## src/rtl/muxl2_if.sv

```systemverilog
// Lane bundle between the 4:2 clk_2f mux and the 2:1 clk_4f serializer,
// carrying the two input lanes and the serialized output with its status.
interface muxl2_if #(
  parameter int unsigned CNT_W = 16
);
  logic [7:0]       data_00;
  logic             valid_00;
  logic [7:0]       data_11;
  logic             valid_11;
  logic [7:0]       data_000;
  logic             valid_000;
  logic             active;
  logic [CNT_W-1:0] byte_count;
  logic             phase;

  modport master (
    output data_00, valid_00, data_11, valid_11,
    input  data_000, valid_000, active, byte_count, phase
  );

  modport slave (
    input  data_00, valid_00, data_11, valid_11,
    output data_000, valid_000, active, byte_count, phase
  );
endinterface

```

## src/rtl/muxl2_serializer.sv

```systemverilog
// 2:1 serializer: interleaves two clk_2f byte lanes onto one clk_4f lane,
// substitutes an idle symbol for invalid bytes and tracks link activity.
module muxl2_serializer #(
  parameter logic [7:0]  IDLE_CODE  = 8'hBC,
  parameter int unsigned IDLE_LIMIT = 4,
  parameter int unsigned CNT_W      = 16
) (
  input  logic    clk_4f,
  input  logic    reset,
  muxl2_if.slave  bus
);

  typedef enum logic {
    S_IDLE   = 1'b0,
    S_ACTIVE = 1'b1
  } state_t;

  localparam logic [3:0] RUN_LAST = 4'(IDLE_LIMIT - 1);

  logic             phase_q;

  logic [7:0]       hold_d0_p0;
  logic [7:0]       hold_d1_p0;
  logic             vld0_p0;
  logic             vld1_p0;

  logic [7:0]       src_d;
  logic             src_v;

  logic [7:0]       data_p1;
  logic             vld_p1;

  state_t           state_q;
  state_t           state_d;
  logic [3:0]       run_q;
  logic [3:0]       run_d;
  logic [CNT_W-1:0] cnt_q;

  function automatic logic [CNT_W-1:0] sat_inc(input logic [CNT_W-1:0] v);
    return (&v) ? v : v + {{(CNT_W-1){1'b0}}, 1'b1};
  endfunction

  function automatic logic [7:0] map_byte(input logic [7:0] d, input logic v);
    return v ? d : IDLE_CODE;
  endfunction

  always_ff @(posedge clk_4f) begin
    if (reset) phase_q <= 1'b0;
    else       phase_q <= ~phase_q;
  end

  // Stage p0: pair hold register, written on phase-0 edges only
  always_ff @(posedge clk_4f) begin
    if (reset) begin
      vld0_p0 <= 1'b0;
      vld1_p0 <= 1'b0;
    end else if (!phase_q) begin
      vld0_p0 <= bus.valid_00;
      vld1_p0 <= bus.valid_11;
    end
  end

  always_ff @(posedge clk_4f) begin
    if (!phase_q) begin
      hold_d0_p0 <= bus.data_00;
      hold_d1_p0 <= bus.data_11;
    end
  end

  // Phase 0 drains the previous pair's lane 1 while the new pair is captured.
  always_comb begin
    src_d = hold_d1_p0;
    src_v = vld1_p0;
    if (phase_q) begin
      src_d = hold_d0_p0;
      src_v = vld0_p0;
    end
  end

  // Stage p1: serialized output register
  always_ff @(posedge clk_4f) begin
    if (reset) begin
      data_p1 <= IDLE_CODE;
      vld_p1  <= 1'b0;
    end else begin
      data_p1 <= map_byte(src_d, src_v);
      vld_p1  <= src_v;
    end
  end

  always_ff @(posedge clk_4f) begin
    if (reset) begin
      state_q <= S_IDLE;
      run_q   <= 4'd0;
    end else begin
      state_q <= state_d;
      run_q   <= run_d;
    end
  end

  always_comb begin
    state_d = state_q;
    run_d   = run_q;
    case (state_q)
      S_IDLE: begin
        if (src_v) begin
          state_d = S_ACTIVE;
          run_d   = 4'd0;
        end
      end
      S_ACTIVE: begin
        if (src_v) begin
          run_d = 4'd0;
        end else if (run_q == RUN_LAST) begin
          state_d = S_IDLE;
          run_d   = 4'd0;
        end else begin
          run_d = run_q + 4'd1;
        end
      end
      default: begin
        state_d = S_IDLE;
        run_d   = 4'd0;
      end
    endcase
  end

  always_ff @(posedge clk_4f) begin
    if (reset)      cnt_q <= '0;
    else if (src_v) cnt_q <= sat_inc(cnt_q);
  end

  assign bus.data_000   = data_p1;
  assign bus.valid_000  = vld_p1;
  assign bus.active     = (state_q == S_ACTIVE);
  assign bus.byte_count = cnt_q;
  assign bus.phase      = phase_q;

endmodule

```

## src/flat_wrapper.sv

```systemverilog
// flat-port wrapper written by rule: the top's interface ports become plain ports
module muxl2_serializer_flat 
#(
  parameter logic [7:0]  IDLE_CODE  = 8'hBC,
  parameter int unsigned IDLE_LIMIT = 4,
  parameter int unsigned CNT_W      = 16
)
  (clk_4f, reset, bus_data_00, bus_valid_00, bus_data_11, bus_valid_11, bus_data_000, bus_valid_000, bus_active, bus_byte_count, bus_phase);
  muxl2_if #(.CNT_W(CNT_W)) bus_i ();
  input  logic clk_4f;
  input  logic reset;
  input wire logic [$bits(bus_i.data_00)-1:0] bus_data_00;
  input wire logic [$bits(bus_i.valid_00)-1:0] bus_valid_00;
  input wire logic [$bits(bus_i.data_11)-1:0] bus_data_11;
  input wire logic [$bits(bus_i.valid_11)-1:0] bus_valid_11;
  output wire logic [$bits(bus_i.data_000)-1:0] bus_data_000;
  output wire logic [$bits(bus_i.valid_000)-1:0] bus_valid_000;
  output wire logic [$bits(bus_i.active)-1:0] bus_active;
  output wire logic [$bits(bus_i.byte_count)-1:0] bus_byte_count;
  output wire logic [$bits(bus_i.phase)-1:0] bus_phase;
  assign bus_i.data_00 = bus_data_00;
  assign bus_i.valid_00 = bus_valid_00;
  assign bus_i.data_11 = bus_data_11;
  assign bus_i.valid_11 = bus_valid_11;
  assign bus_data_000 = bus_i.data_000;
  assign bus_valid_000 = bus_i.valid_000;
  assign bus_active = bus_i.active;
  assign bus_byte_count = bus_i.byte_count;
  assign bus_phase = bus_i.phase;
  muxl2_serializer #(.IDLE_CODE(IDLE_CODE), .IDLE_LIMIT(IDLE_LIMIT), .CNT_W(CNT_W)) u_core (.clk_4f(clk_4f), .reset(reset), .bus(bus_i));
endmodule
```

## config.mk

```make
export PLATFORM = sky130hd
export DESIGN_NAME = muxl2_serializer_flat
export DESIGN_NICKNAME = d
export VERILOG_FILES = /design/src/rtl/muxl2_if.sv /design/src/rtl/muxl2_serializer.sv /design/src/flat_wrapper.sv
export SDC_FILE = /design/constraint.sdc
export NUM_CORES = 1
export LEC_CHECK = 0
export ABC_CLOCK_PERIOD_IN_PS = 1500
export CAP_MARGIN = 30
export CORE_ASPECT_RATIO = 1.1
export CORE_UTILIZATION = 55
export DETAILED_ROUTE_END_ITERATION = 10
export DONT_BUFFER_PORTS = 1
export PLACE_DENSITY_LB_ADDON = 0.05
export SETUP_SLACK_MARGIN = 0.5
export SYNTH_ARGS = -nofsm -noshare
export SYNTH_HDL_FRONTEND = slang
export SYNTH_SLANG_ARGS = --single-unit
```

## constraint.sdc

```tcl
create_clock -name clk_4f -period 1.5 [get_ports clk_4f]
set_input_delay 0.225 -clock clk_4f [delete_from_list [all_inputs] [get_ports clk_4f]]
set_output_delay 0.225 -clock clk_4f [all_outputs]
set_load 0.03 [all_outputs]
```

==> results.md <==
* Crit-path max FO at 13
* Final Critical Period at ~1600 ps
* FF-to-FF End: u_core.bus.byte_count[1]$_SDFFE_PP0P_
* Core area at about 0.0034 sq mm
* Setup_tns at -493 ps
* Met3 WL at about 230 um
* Total CTS buffers at 5
* Hold WS at -124 ps
* Global-route wire length before repair at 7250 um
* Met1 wire length at approximately 1900 um
* Die Wd at between 50 and 60 um
* Mapped Cells at 170
* Routed WL at approximately 5200 um
* Min-delay src: reset
* Worst-Margin Slew at approximately 360 ps
* Commonest non-fill, non-tap cell in the layout: buf_6
* Clock Latency Late Sink at approximately 380 ps
* Hold EP: u_core.bus.active$_SDFF_PP0_
* Post-synth EDFFs at 16
* Seq cells post-synth at between 40 and 50
* H-tree Lvls at 2
* Rel. slew slack at 75.5%
* Top Layer Used: met4
* Initial drt markers at 202
* Overflow after GRT at 0
* RR Startpoint: u_core.bus.byte_count[15]$_SDFFE_PP0P_
* Worst Path Arrival at roughly 1900 ps
* Hold crit path type: primary input to flip-flop
* Critical Path Start: u_core.bus.byte_count[15]$_SDFFE_PP0P_
* Synth async-reset ratio at 0%
* FMAX at around 0.61 GHz
* Layout cells sized above 1 at a little under three fifths
* Dpl hpwl at between 2000 and 3000 um
* Die Y at 64.5 um
* Initial antenna violation count at 0
* Root Driver: clkbuf_4
* Yosys cell types at 38
* Syn. warnings at 0
* CTS tree: done
* Power Density at 801 mW/mm^2
* Worst Path Required at 1780 ps
* I/O Pins at 47
* Initial core utilization at 58.2%
* Final slew viol count at 0
* Failing checks: hold timing, setup timing
* Die Area at ~0.0038 sq mm
* Reg-to-reg slack, setup at -140 ps
* Layout area overhead at 52.3%
* Antenna cells at 0
* Seq/Total Area, Yosys at between 50 and 60%
* Dpl cells at 243
* IO Port Bufs at 0
* Crit start category: flip-flop
* Clk buf depth at 2
* MaxCap Viol Count at 0
* Area of the mapped netlist at a little under 0.002 sq mm
* Critical path class: flip-flop to flip-flop
* FP Rows at 22
* Fillers at approximately 170
* Pre-CTS setup slack at -135 ps
* Post-synth top flop: dfxtp_1
* Pin count of the biggest net entering global routing at 23
* Post-route DRC violation count at 0
* DRT antenna net count at 0
* Final period util at 109%
* Worst hold path depth at 1
* Status: complete, but fails checks
* Gr usage total at roughly 27%
* R2r worst-path depth at 6
* P_leak at between 1 and 1.5 nW
* Vias in the first global route at about 1,600
* Final Non-Filler Cells at roughly 280
* Syn_nets at around 190
* Wire length per cell at between 15 and 20 um
* Unrepaired setup endpoints after global routing: true
* CP Capture Type: flip-flop
* Clock slew at reported path FFs at about 150 ps
* GPL Wtd Cong at around 0.86
* Worst VDD drop at approximately 0.00086 V
* Via density at 5.69
* Hold_buf cts at 16
* Slack of the critical path at -139 ps
* Most frequent cells in the layout: 28 x buf_6, 19 x dfxtp_4, 16 x dlygate4sd3_1, 16 x edfxtp_1, 12 x mux2i_1
* Setup violators final at 10
* Clock sink count at ~50
* Met2 WL at 2830 um
* Syn Area/Cell at 11.5 sq um
* Final hold violations at 20
* Layout Skew at 12.0 ps
* Routed via count at 1,598
* 1st-pass router iterations at 6
* Final nets at between 200 and 300
what timing repair did:
item	4_1_cts	5_1_grt
endpoints found under the setup margin	75	75
hold endpoints to repair	36	20
gates resized for setup	69	28
buffers inserted	9	4
gates cloned	1	0
pin swaps	14	8
stage by stage:
step	area (sq um)	power, W	utilization, %
floorplan	2040	0.00163	-
finish	2980	0.00238	88.6
global route	2980	0.00248	88.6
CTS	2850	0.00234	84.8
global placement	2300	0.00165	68.4
detailed placement	2300	0.00166	68.4
worst max-delay path, cell delays in order, from the launching register on:
cell	delay, ps
dfxtp_4	380
nand4_1	200
o41ai_4	380
buf_6	190
buf_12	110
mux2i_1	200
nor2_1	60
how the worst max path moves through the flow:
stage,endpoint,slack [ps],depth (start not counted)
finish,u_core.bus.byte_count[1]$_SDFFE_PP0P_,-140,6
global route,u_core.bus.byte_count[1]$_SDFFE_PP0P_,-180,6
CTS,u_core.bus.byte_count[7]$_SDFFE_PP0P_,-60,6
detailed placement,u_core.bus.byte_count[9]$_SDFFE_PP0P_,-130,6
global placement,u_core.bus.byte_count[9]$_SDFFE_PP0P_,-60,6
floorplan,u_core.bus.byte_count[8]$_SDFFE_PP0P_,-50,6
layer usage:
metal  GRT usage (%)  vias up
met3            6.39       18
li1                -      752
met1            26.8      765
met2            48.6       63
met4            16.7        0
met5               0        -
Yosys cell counts, drive strengths merged, types with 3 or more instances:
cell type / n / area (sq um)
or3: 9 / 63.8
mux2i: 13 / 130
nand4: 8 / 65.1
nor2: 11 / 41.3
o21ai: 9 / 45.0
edfxtp: 16 / 480
buf: 5 / 33.8
o31ai: 4 / 30.0
dfxtp: 33 / 661
nand3: 3 / 27.5
nand2: 14 / 52.6
inv: 4 / 15.0
a21oi: 16 / 80.1
nand2b: 3 / 18.8
or4: 3 / 22.5
kinds of logic (layout without fill, tap and decap cells):
| kind of cell | after synthesis | in the layout | share of synthesized area (%) |
|---|---|---|---|
| compound gates | 33 | 33 | 10.6 |
| simple gates | 59 | 59 | 18.1 |
| mux | 15 | 15 | 8.01 |
| xor+xnor | 2 | 2 | 0.897 |
| buf+inv | 10 | 73 | 2.69 |
| flops | 49 | 49 | 58.4 |
| fa+ha+maj | 2 | 2 | 1.28 |
area by class of cell:
type,instances,area [sq um],share of cell area [%]
Multi-Input combinational cell,111,917,30.8
Clock inverter,3,21.3,0.715
Clock buffer,5,37.5,1.26
Tap cell,48,60.1,2.02
Timing Repair Buffer,61,691,23.2
Inverter,4,23.8,0.799
Sequential cell,49,1220,41.2
flip-flops by register name, summed over array words and instances (netlist names):
name                   count
u_core.bus.active          1
u_core.bus.byte_count     16
u_core.bus.data_000        8
u_core.bus.phase           1
u_core.bus.valid_000       1
u_core.hold_d0_p0          8
u_core.hold_d1_p0          8
u_core.run_q               4
u_core.vld0_p0             1
u_core.vld1_p0             1
power breakdown:
group | total, W | internal (W) | switching [W]
Clock | 0.000629 | 0.000186 | 0.000442
Sequential | 0.00147 | 0.00141 | 0.0000579
Combinational | 0.000287 | 0.000161 | 0.000126
Total | 0.00238 | 0.00176 | 0.000626
Note: power is estimated with default switching activity, not from simulation.
